--- config.mk ---
export PLATFORM = sky130hd
export DESIGN_NAME = muldiv_ctrl
export DESIGN_NICKNAME = d
export VERILOG_FILES = /design/src/rtl/muldiv_pkg.sv /design/src/rtl/muldiv_core.sv /design/src/rtl/muldiv_ctrl.sv
export SDC_FILE = /design/constraint.sdc
export NUM_CORES = 1
export LEC_CHECK = 0
export BUFFER_PORTS_ARGS = -buffer_cell sky130_fd_sc_hd__buf_2
export CAP_MARGIN = 40
export CELL_PAD_IN_SITES_DETAIL_PLACEMENT = 0
export CELL_PAD_IN_SITES_GLOBAL_PLACEMENT = 1
export CORE_MARGIN = 1
export CORE_UTILIZATION = 40
export DETAILED_ROUTE_END_ITERATION = 16
export PLACE_DENSITY = 0.78
export REMOVE_ABC_BUFFERS = 1
export SYNTH_ARGS = -nofsm -noshare
export SYNTH_HDL_FRONTEND = slang
export SYNTH_HIERARCHICAL = 1
export SYNTH_SLANG_ARGS = --single-unit
--- constraint.sdc ---
create_clock -name clk -period 4.7 [get_ports clk]
set_input_delay 0 -clock clk [delete_from_list [all_inputs] [get_ports clk]]
set_output_delay 0 -clock clk [all_outputs]
set_load 0.03 [all_outputs]
--- src/rtl/muldiv_pkg.sv ---
// Shared encodings for the iterative multiply/divide unit: operand width,
// md_op codes and the controller state encoding.
package muldiv_pkg;

    localparam int MD_WIDTH = 32;

    typedef enum logic [1:0] {
        MD_MULT  = 2'b00,
        MD_MULTU = 2'b01,
        MD_DIV   = 2'b10,
        MD_DIVU  = 2'b11
    } md_op_e;

    typedef enum logic {
        ST_IDLE = 1'b0,
        ST_RUN  = 1'b1
    } md_state_e;

    function automatic logic md_is_signed(input md_op_e op);
        return (op == MD_MULT) || (op == MD_DIV);
    endfunction

    function automatic logic md_is_div(input md_op_e op);
        return (op == MD_DIV) || (op == MD_DIVU);
    endfunction

endpackage

--- src/rtl/muldiv_core.sv ---
// Iterative datapath: shift-add multiply / restoring divide on operand
// magnitudes, one step per cycle, with the sign fix-up applied to the final step.
module muldiv_core
    import muldiv_pkg::*;
#(
    parameter int WIDTH = MD_WIDTH
) (
    input  logic             clk,
    input  logic             reset,
    input  logic             load,
    input  logic             step,
    input  md_op_e           op,
    input  logic [WIDTH-1:0] src1,
    input  logic [WIDTH-1:0] src2,
    output logic [WIDTH-1:0] res_hi,
    output logic [WIDTH-1:0] res_lo
);

    // acc_hi is partial product / remainder, acc_lo is multiplier / quotient
    logic [WIDTH-1:0] acc_hi, acc_lo, opnd;
    logic             is_div, neg_q, neg_r, div0;

    logic             s1_neg, s2_neg;
    logic [WIDTH-1:0] mag1, mag2;
    logic [WIDTH:0]   mul_sum, div_shift, div_diff;
    logic [WIDTH-1:0] nxt_hi, nxt_lo;
    logic [2*WIDTH-1:0] prod;

    assign s1_neg = md_is_signed(op) & src1[WIDTH-1];
    assign s2_neg = md_is_signed(op) & src2[WIDTH-1];
    assign mag1   = s1_neg ? -src1 : src1;
    assign mag2   = s2_neg ? -src2 : src2;

    assign mul_sum   = {1'b0, acc_hi} + (acc_lo[0] ? {1'b0, opnd} : '0);
    assign div_shift = {acc_hi, acc_lo[WIDTH-1]};
    assign div_diff  = div_shift - {1'b0, opnd};

    always_comb begin
        // NOTE: every always_comb output gets a default first so no path can infer a latch.
        nxt_hi = mul_sum[WIDTH:1];
        nxt_lo = {mul_sum[0], acc_lo[WIDTH-1:1]};
        if (is_div) begin
            nxt_hi = div_diff[WIDTH] ? div_shift[WIDTH-1:0] : div_diff[WIDTH-1:0];
            nxt_lo = {acc_lo[WIDTH-2:0], ~div_diff[WIDTH]};
        end
    end

    assign prod = neg_q ? -{nxt_hi, nxt_lo} : {nxt_hi, nxt_lo};

    always_comb begin
        res_hi = prod[2*WIDTH-1:WIDTH];
        res_lo = prod[WIDTH-1:0];
        if (is_div) begin
            // A zero divisor yields an all-ones quotient and |dividend| as remainder,
            // so the remainder sign fix-up alone restores the original dividend.
            res_hi = neg_r ? -nxt_hi : nxt_hi;
            res_lo = div0 ? '1 : (neg_q ? -nxt_lo : nxt_lo);
        end
    end

    always_ff @(posedge clk) begin
        // NOTE: state registers use non-blocking assignments so every flop samples pre-edge values.
        if (reset) begin
            acc_hi <= '0;
            acc_lo <= '0;
            opnd   <= '0;
            is_div <= 1'b0;
            neg_q  <= 1'b0;
            neg_r  <= 1'b0;
            div0   <= 1'b0;
        end else if (load) begin
            acc_hi <= '0;
            acc_lo <= mag1;
            opnd   <= mag2;
            is_div <= md_is_div(op);
            neg_q  <= s1_neg ^ s2_neg;
            neg_r  <= md_is_div(op) & s1_neg;
            div0   <= md_is_div(op) & (src2 == '0);
        end else if (step) begin
            acc_hi <= nxt_hi;
            acc_lo <= nxt_lo;
        end
    end

endmodule

--- src/rtl/muldiv_ctrl.sv ---
// MULT/DIV controller: IDLE/RUN FSM, iteration counter, EX stall and the
// architectural HI/LO registers fed by muldiv_core.
module muldiv_ctrl
    import muldiv_pkg::*;
#(
    parameter int WIDTH = MD_WIDTH,
    parameter int ITER  = WIDTH
) (
    input  logic             clk,
    input  logic             reset,
    input  logic             md_start,
    input  logic [1:0]       md_op,
    input  logic [WIDTH-1:0] md_src1,
    input  logic [WIDTH-1:0] md_src2,
    input  logic             hilo_wr,
    input  logic             hilo_rd,
    input  logic             hilo_sel,
    input  logic [WIDTH-1:0] hilo_wdata,
    input  logic             flush,
    output logic             stall_E,
    output logic             busy,
    output logic [WIDTH-1:0] hilo_rdata,
    output logic [WIDTH-1:0] hi,
    output logic [WIDTH-1:0] lo
);

    localparam int CW = $clog2(ITER + 1);

    md_state_e        state, state_nxt;
    logic [CW-1:0]    count;
    logic             running, last, accept, complete;
    logic [WIDTH-1:0] res_hi, res_lo;

    assign running  = (state == ST_RUN);
    assign last     = (count == CW'(1));
    assign accept   = !running && md_start && !flush;
    assign complete = running && last && !flush;

    always_comb begin
        state_nxt = state;
        case (state)
            ST_IDLE: if (accept) state_nxt = ST_RUN;
            ST_RUN:  if (flush || last) state_nxt = ST_IDLE;
            default: state_nxt = ST_IDLE;
        endcase
    end

    always_ff @(posedge clk) begin
        if (reset) begin
            state <= ST_IDLE;
            count <= '0;
        end else begin
            state <= state_nxt;
            if (accept)
                count <= CW'(ITER);
            else if (running)
                count <= flush ? '0 : count - 1'b1;
        end
    end

    // md_start outranks a same-cycle MTHI/MTLO; a stalled MTHI/MTLO never writes.
    always_ff @(posedge clk) begin
        if (reset) begin
            hi <= '0;
            lo <= '0;
        end else if (complete) begin
            hi <= res_hi;
            lo <= res_lo;
        end else if (!running && hilo_wr && !md_start) begin
            if (hilo_sel) hi <= hilo_wdata;
            else          lo <= hilo_wdata;
        end
    end

    muldiv_core #(.WIDTH(WIDTH)) u_core (
        .clk    (clk),
        .reset  (reset),
        .load   (accept),
        .step   (running),
        .op     (md_op_e'(md_op)),
        .src1   (md_src1),
        .src2   (md_src2),
        .res_hi (res_hi),
        .res_lo (res_lo)
    );

    // Outputs are forced quiet while reset is held, before the registers have cleared.
    assign busy       = running && !reset;
    assign stall_E    = busy && (md_start || hilo_rd || hilo_wr);
    assign hilo_rdata = reset ? '0 : (hilo_sel ? hi : lo);

endmodule

Word-level counts from Yosys, hierarchy flattened
Cells that the tools add are included.
- register bits: 171
- input bits: 105
- output and inout bits: 98
- word-level logic and storage cells: 84
- add/sub/neg operators: 8
- equality and inequality tests: 4
- mux-type cells: 28
- bitwise logic cells: 7
- reductions and logical operators: 25
- operators with widths (operator ; count):
    32-bit 2-to-1 mux ; 21
    32-bit negator ; 4
    64-bit 2-to-1 mux ; 1
    64-bit negator ; 1
    32-bit by 33-bit adder with 33-bit output ; 1
    33-bit by 32-bit subtractor with 33-bit output ; 1
    32-bit zero test ; 1
    6-bit 2-to-1 mux ; 3
    1-bit logical AND ; 8
    6-bit by 1-bit == test with 1-bit output (second input constant) ; 1
    2-bit nonzero test ; 3
    6-bit by 1-bit subtractor with 6-bit output (second input constant) ; 1
    1-bit logical OR ; 5
    1-bit bitwise AND ; 4
    2-bit == test (second input constant) ; 2
    1-bit zero test ; 4
    2-bit AND reduction ; 2
    2-bit zero test ; 1
    1-bit 2-to-1 mux ; 2
    2-bit by 1-bit inequality test with 1-bit output (second input constant) ; 1
    1-bit inverter ; 2
    1-bit one-hot mux with 2 select lines ; 1
    2-bit OR reduction ; 1
    1-bit bitwise XOR ; 1

Longest topological paths before layout
- depth in word-level cells: 8
- mapped depth: 27
- depth with buffers taken out: 24

Cells and area by module
Netlist, hierarchy kept.
- by module, submodules not included (module ; instances ; cells an instance ; area an instance (µm²) ; sequential area each (µm²)):
    muldiv_core ; 1 ; 1797 ; 12370.6 ; 2001.9
    muldiv_ctrl ; 1 ; 487 ; 4186.5 ; 1421.4

Least setup slack after synthesis
Ideal clock, no wire load.
- path kind: reg2reg
- start point: register u_core.acc_lo[31]
- end point: register hi[28]
- setup time: 0.089 ns
- data arrival time: 4.994 ns
- required time: 4.611 ns
- path slack: -0.382 ns
- stages on the path, launching flop included: 25
- buffers on the path: 1
- clock period less this slack: 5.082 ns
- cells stage by stage: dfxtp_1 > inv_1 > ha_1 > fa_1 > nand2b_1 > a211oi_2 > o2111ai_2 > nand4_4 > a31o_1 > buf_6 > nor3_2 > a21oi_1 > ha_1 > nand3_1 > or4_1 > or3_1 > o31ai_2 > nand2_1 > a2bb2oi_1 > nor3_1 > nand3_1 > o21ai_1 > xor2_1 > nor3_1 > a311oi_2
- longest elaborated chain between the ends: 7
- elaborated cells between the ends (all ways): 11
- classes of those cells: add/sub (3); mux (7); bitwise (1)
- RTL lines (element ; line ; source):
    from (decl) ; muldiv_core.sv:20 ; logic [WIDTH-1:0] acc_hi, acc_lo, opnd;
    from (signal assigned) ; muldiv_core.sv:73 ; acc_lo <= mag1;
    from (signal assigned) ; muldiv_core.sv:81 ; acc_lo <= nxt_lo;
    33-bit by 32-bit subtractor with 33-bit output ; muldiv_core.sv:36 ; assign div_diff = div_shift - {1'b0, opnd};
    32-bit 2-to-1 mux or 1-bit inverter (tied branches) ; muldiv_core.sv:43, muldiv_core.sv:44 ;
    32-bit 2-to-1 mux ; muldiv_core.sv:42 ; if (is_div) begin
    64-bit negator or 32-bit negator (tied branches) ; muldiv_core.sv:48, muldiv_core.sv:56 ;
    64-bit 2-to-1 mux or 32-bit 2-to-1 mux (tied branches) ; muldiv_core.sv:48, muldiv_core.sv:56 ;
    32-bit 2-to-1 mux * ; muldiv_core.sv:53 ; if (is_div) begin
    via res_hi[28] ; muldiv_ctrl.sv:32 ; logic [WIDTH-1:0] res_hi, res_lo;
    32-bit 2-to-1 mux * ; muldiv_ctrl.sv:66 ; end else if (complete) begin
    to (signal assigned) ; muldiv_ctrl.sv:67 ; hi <= res_hi;
    to (signal assigned) ; muldiv_ctrl.sv:70 ; if (hilo_sel) hi <= hilo_wdata;
    to (decl) ; muldiv_ctrl.sv:23 ; output logic [WIDTH-1:0] hi,
The timed path passes the listed nets; every way through them passes the cells marked *.
A chain may end at the register's enable or synchronous reset.

Worst setup path after layout
- start point: register u_core.acc_lo[31]
- end point: register hi[31]
The elaborated chain is that of the path after synthesis.

==> flow_metrics.env <==
export IMPL_status="complete, no violations"
export IMPL_grt_pass1_wl_microns=101000
export IMPL_synth_seq_area_share_pct=20.7
export IMPL_ys_flop_type="dfxtp_1"
export IMPL_h_tree_depth=4
export IMPL_hold_class="in -> reg"
export IMPL_vias=18974
export IMPL_endpoint_kind="flip-flop"
export IMPL_synth_top_family_by_area="simple AND/OR/NAND/NOR gates"
export IMPL_layout_min_cycle_time_ps=4610
export IMPL_grt_usage_pct=30.8
export IMPL_p_leak_nw=9.36
export IMPL_ios=203
export IMPL_synthMuxAreaShare_pct=5.46
export IMPL_gr_total_overflow=0
export IMPL_max_freq_mhz=217
export IMPL_final_util_pct=53.3
export IMPL_slowest_stage="a21boi_0"
export IMPL_grt_max_degree=72
export IMPL_drt_initial_drc_count=1681
export IMPL_clock_root_buffer="clkbuf_16"
export IMPL_die_x_microns=205
export IMPL_design_area_sq_um=21800
export IMPL_synth_top_cell_area_share_pct=20.7
export IMPL_synthArstFlopShare_pct=0
export IMPL_cts_tree="yes"
export IMPL_synth_xor_area_share_pct=8.41
export IMPL_yosys_warnings=6
export IMPL_core_area_sq_um=40800
export IMPL_cts_path_max_buffers=2
export IMPL_synth_edf_count=0
export IMPL_synth_compound_area_share_pct=26.7
export IMPL_fp_dieH_microns=205
export IMPL_crit_required_ps=5000
export IMPL_drive_gt1_share_pct=25.3
export IMPL_ys_top_cells_by_count="304 x nand2_1, 285 x nor2_1, 171 x dfxtp_1"
export IMPL_tightest_slew_ps=938
export IMPL_crit_path_max_incr_delay_ps=510
export IMPL_n_antenna_cell=0
export IMPL_synthSimpleGateAreaFrac_pct=27.2
export IMPL_firstDrtPassIters=6
export IMPL_min_period_over_period_pct=98.1
export IMPL_cp_max_fo=6
export IMPL_syn_area_per_cell_sq_um=7.25
export IMPL_peakVddDrop_mv=0.233
export IMPL_viasPerCell=5.76
export IMPL_cts_sinks=171
export IMPL_ys_top_cells_by_area="dfxtp_1 21%, nand2_1 6.9%, nor2_1 6.5%, a311oi_2 5.4%, ha_1 5.3%"
export IMPL_ys_ff_latch=171
export IMPL_dieArea_sq_um=42200
export IMPL_report_power_total_mw=5.19
export IMPL_grt_pass1_vias=17902
export IMPL_rows=74
export IMPL_setup_viol=0
export IMPL_cp_data_arrival_time_ps=4920
export IMPL_place_area_sq_um=19800
export IMPL_path_clk_slew_ps=70
export IMPL_rsz0062_at_grt="yes"
export IMPL_place_congestion=1.01
export IMPL_yosys_area_top_type="dfxtp_1"
export IMPL_synth_fa_ha_area_share_pct=5.53
export IMPL_io_buffer_count=202
export IMPL_area_delta_synth_final_pct=31.4
export IMPL_dp_hpwl_microns=49200
export IMPL_wl_microns=65800
export IMPL_antenna_found_initial=1
export IMPL_p_per_area_nw_per_um2=239
export IMPL_drv_slew=0
export IMPL_fill_cells=3949
export IMPL_layout_nets=2924
export IMPL_synth_most_common_cell="nand2_1"
export IMPL_critPathKind="reg -> reg"
export IMPL_cts_buffers=17
export IMPL_crit_chain="inv_2, ha_2, fa_2, nand2b_4, a211oi_4, o2111ai_2, buf_4, buf_4, nand3_1, nand4_1, a41oi_1, nor3_1, o311ai_0, a21boi_0, nand2b_1, a2111oi_2, nor2_1, xnor2_1, nor3_1, a311oi_2"
export IMPL_report_final_hold_viol_count=0
export IMPL_clkLatencyLatePin_ps=470
export IMPL_initial_core_util_pct=40.5
export IMPL_synth_distinct_cells=100
export IMPL_skew_ps=17.2
export IMPL_syn_inst=2284
export IMPL_cp_start_kind="flip-flop"
export IMPL_relSlewSlack_pct=37.5
export IMPL_synth_area_sq_um=16600
export IMPL_drv_cap=0
export IMPL_post_route_drc_count=0
export IMPL_ant_nets=0
export IMPL_wire_per_inst_microns=20.0
==> where the power goes <==
group	leakage [nW]	switching, mW	internal (mW)
sequential	1.40	0.0914	1.52
clock	0.293	0.723	0.774
combinational	7.67	1.20	0.880
total	9.36	2.02	3.18
==> cell usage in the layout, fill, tap and decap left out, types with 7 or more instances in the layout <==
cell type	Yosys	final
or3_1	28	26
xor2_1	72	71
a211oi_1	73	70
o21bai_1	7	7
and2_1	43	43
nand3_1	40	38
o211ai_1	10	10
buf_2	31	201
a31oi_1	24	24
nor2_1	285	284
nand4_1	23	23
nand3b_1	11	11
and3_1	8	8
nor3_1	120	112
dfxtp_1	171	167
nor4_1	13	12
nor3_2	1	8
ha_1	70	62
dlygate4sd3_1	0	97
a21oi_1	149	140
o21ai_1	7	12
nand2_1	304	303
nand2b_1	20	19
clkbuf_16	0	17
or4_1	10	9
a21o_1	27	27
inv_1	76	74
nor2b_1	10	10
a21oi_2	3	10
o21ai_0	117	108
a21boi_0	8	8
o31ai_1	21	19
o21a_1	9	9
mux2i_1	87	87
a311oi_1	20	20
xnor2_1	87	87
a311oi_2	60	60
buf_4	3	294
==> state kept, by name, indices dropped and copies added (netlist names) <==
| register | count |
|---|---|
| count | 6 |
| u_core/opnd | 32 |
| u_core/acc_hi | 32 |
| u_core/neg_r | 1 |
| hi | 32 |
| u_core/div0 | 1 |
| u_core/is_div | 1 |
| lo | 32 |
| u_core/neg_q | 1 |
| running | 1 |
| u_core/acc_lo | 32 |
==> what timing repair did <==
item | CTS | global route
hold buffers | 97 | 0
cloned | 0 | 0
buffers inserted | 3 | 10
endpoints found under the hold margin | 135 | 0
pin swaps | 12 | 29
resized for setup | 24 | 57
endpoints found under the setup margin | 22 | 31
==> kinds of logic (layout without fill, tap and decap cells) <==
group / count (synthesis) / after routing
AOI/OAI and AO/OA: 603 / 603
xor gates and xnor gates: 159 / 159
adders and majority gates: 72 / 72
buffers and inverters: 231 / 707
DFF: 171 / 171
muxes: 90 / 90
and+or+nand+nor: 958 / 958
==> critical path: cells and delay by family, from the launching register on <==
| family | cells | cell delay, ps |
|---|---|---|
| flops | 1 | 330 |
| fa+ha+maj | 2 | 520 |
| buf+inv | 3 | 340 |
| compound gates | 7 | 1740 |
| simple gates | 7 | 1410 |
| xor+xnor | 1 | 100 |
==> path summary, 6_finish.rpt <==
check,startpoint,end,slack (ps),cells after the start
max reg2reg,u_core/acc_lo[31],hi[31],90,20
min,md_src2[26],u_core/opnd[26],20,3
min reg2reg,count[4],count[4],500,2
max,u_core/acc_lo[31],hi[31],90,20
==> stage by stage <==
stage / hold slack [ps] / setup slack [ps] / std cells / TNS (ps)
after global placement: 293 / -179 / 3149 / -872
after floorplan: 67.9 / -2960 / 2130 / -159510
after global routing: 35.4 / -147 / 3292 / -1100
after CTS: 2.95 / -23.7 / 3282 / -23.7
after detailed placement: 295 / -239 / 3150 / -2620
final: 16.7 / 87.0 / 3292 / 0
==> final cells by class <==
class | count | area (sq um) | share of cell area [%]
inverter | 77 | 292 | 1.34
multi-input combinational | 1882 | 12500 | 57.5
clock inverter | 13 | 130 | 0.598
timing repair buffer | 598 | 4270 | 19.6
tap | 532 | 666 | 3.06
clock buffer | 19 | 453 | 2.08
sequential | 171 | 3430 | 15.8
==> routing by layer <==
layer | track usage (%) | up-vias | part of all wire, %
li1 | - | 9153 | -
met1 | 42.5 | 9085 | 46
met2 | 50.3 | 656 | 46
met3 | 3.34 | 80 | 6.1
met4 | 8.57 | 0 | 2.3
met5 | 0 | - | 0
Note: power is estimated with default switching activity, not from simulation.
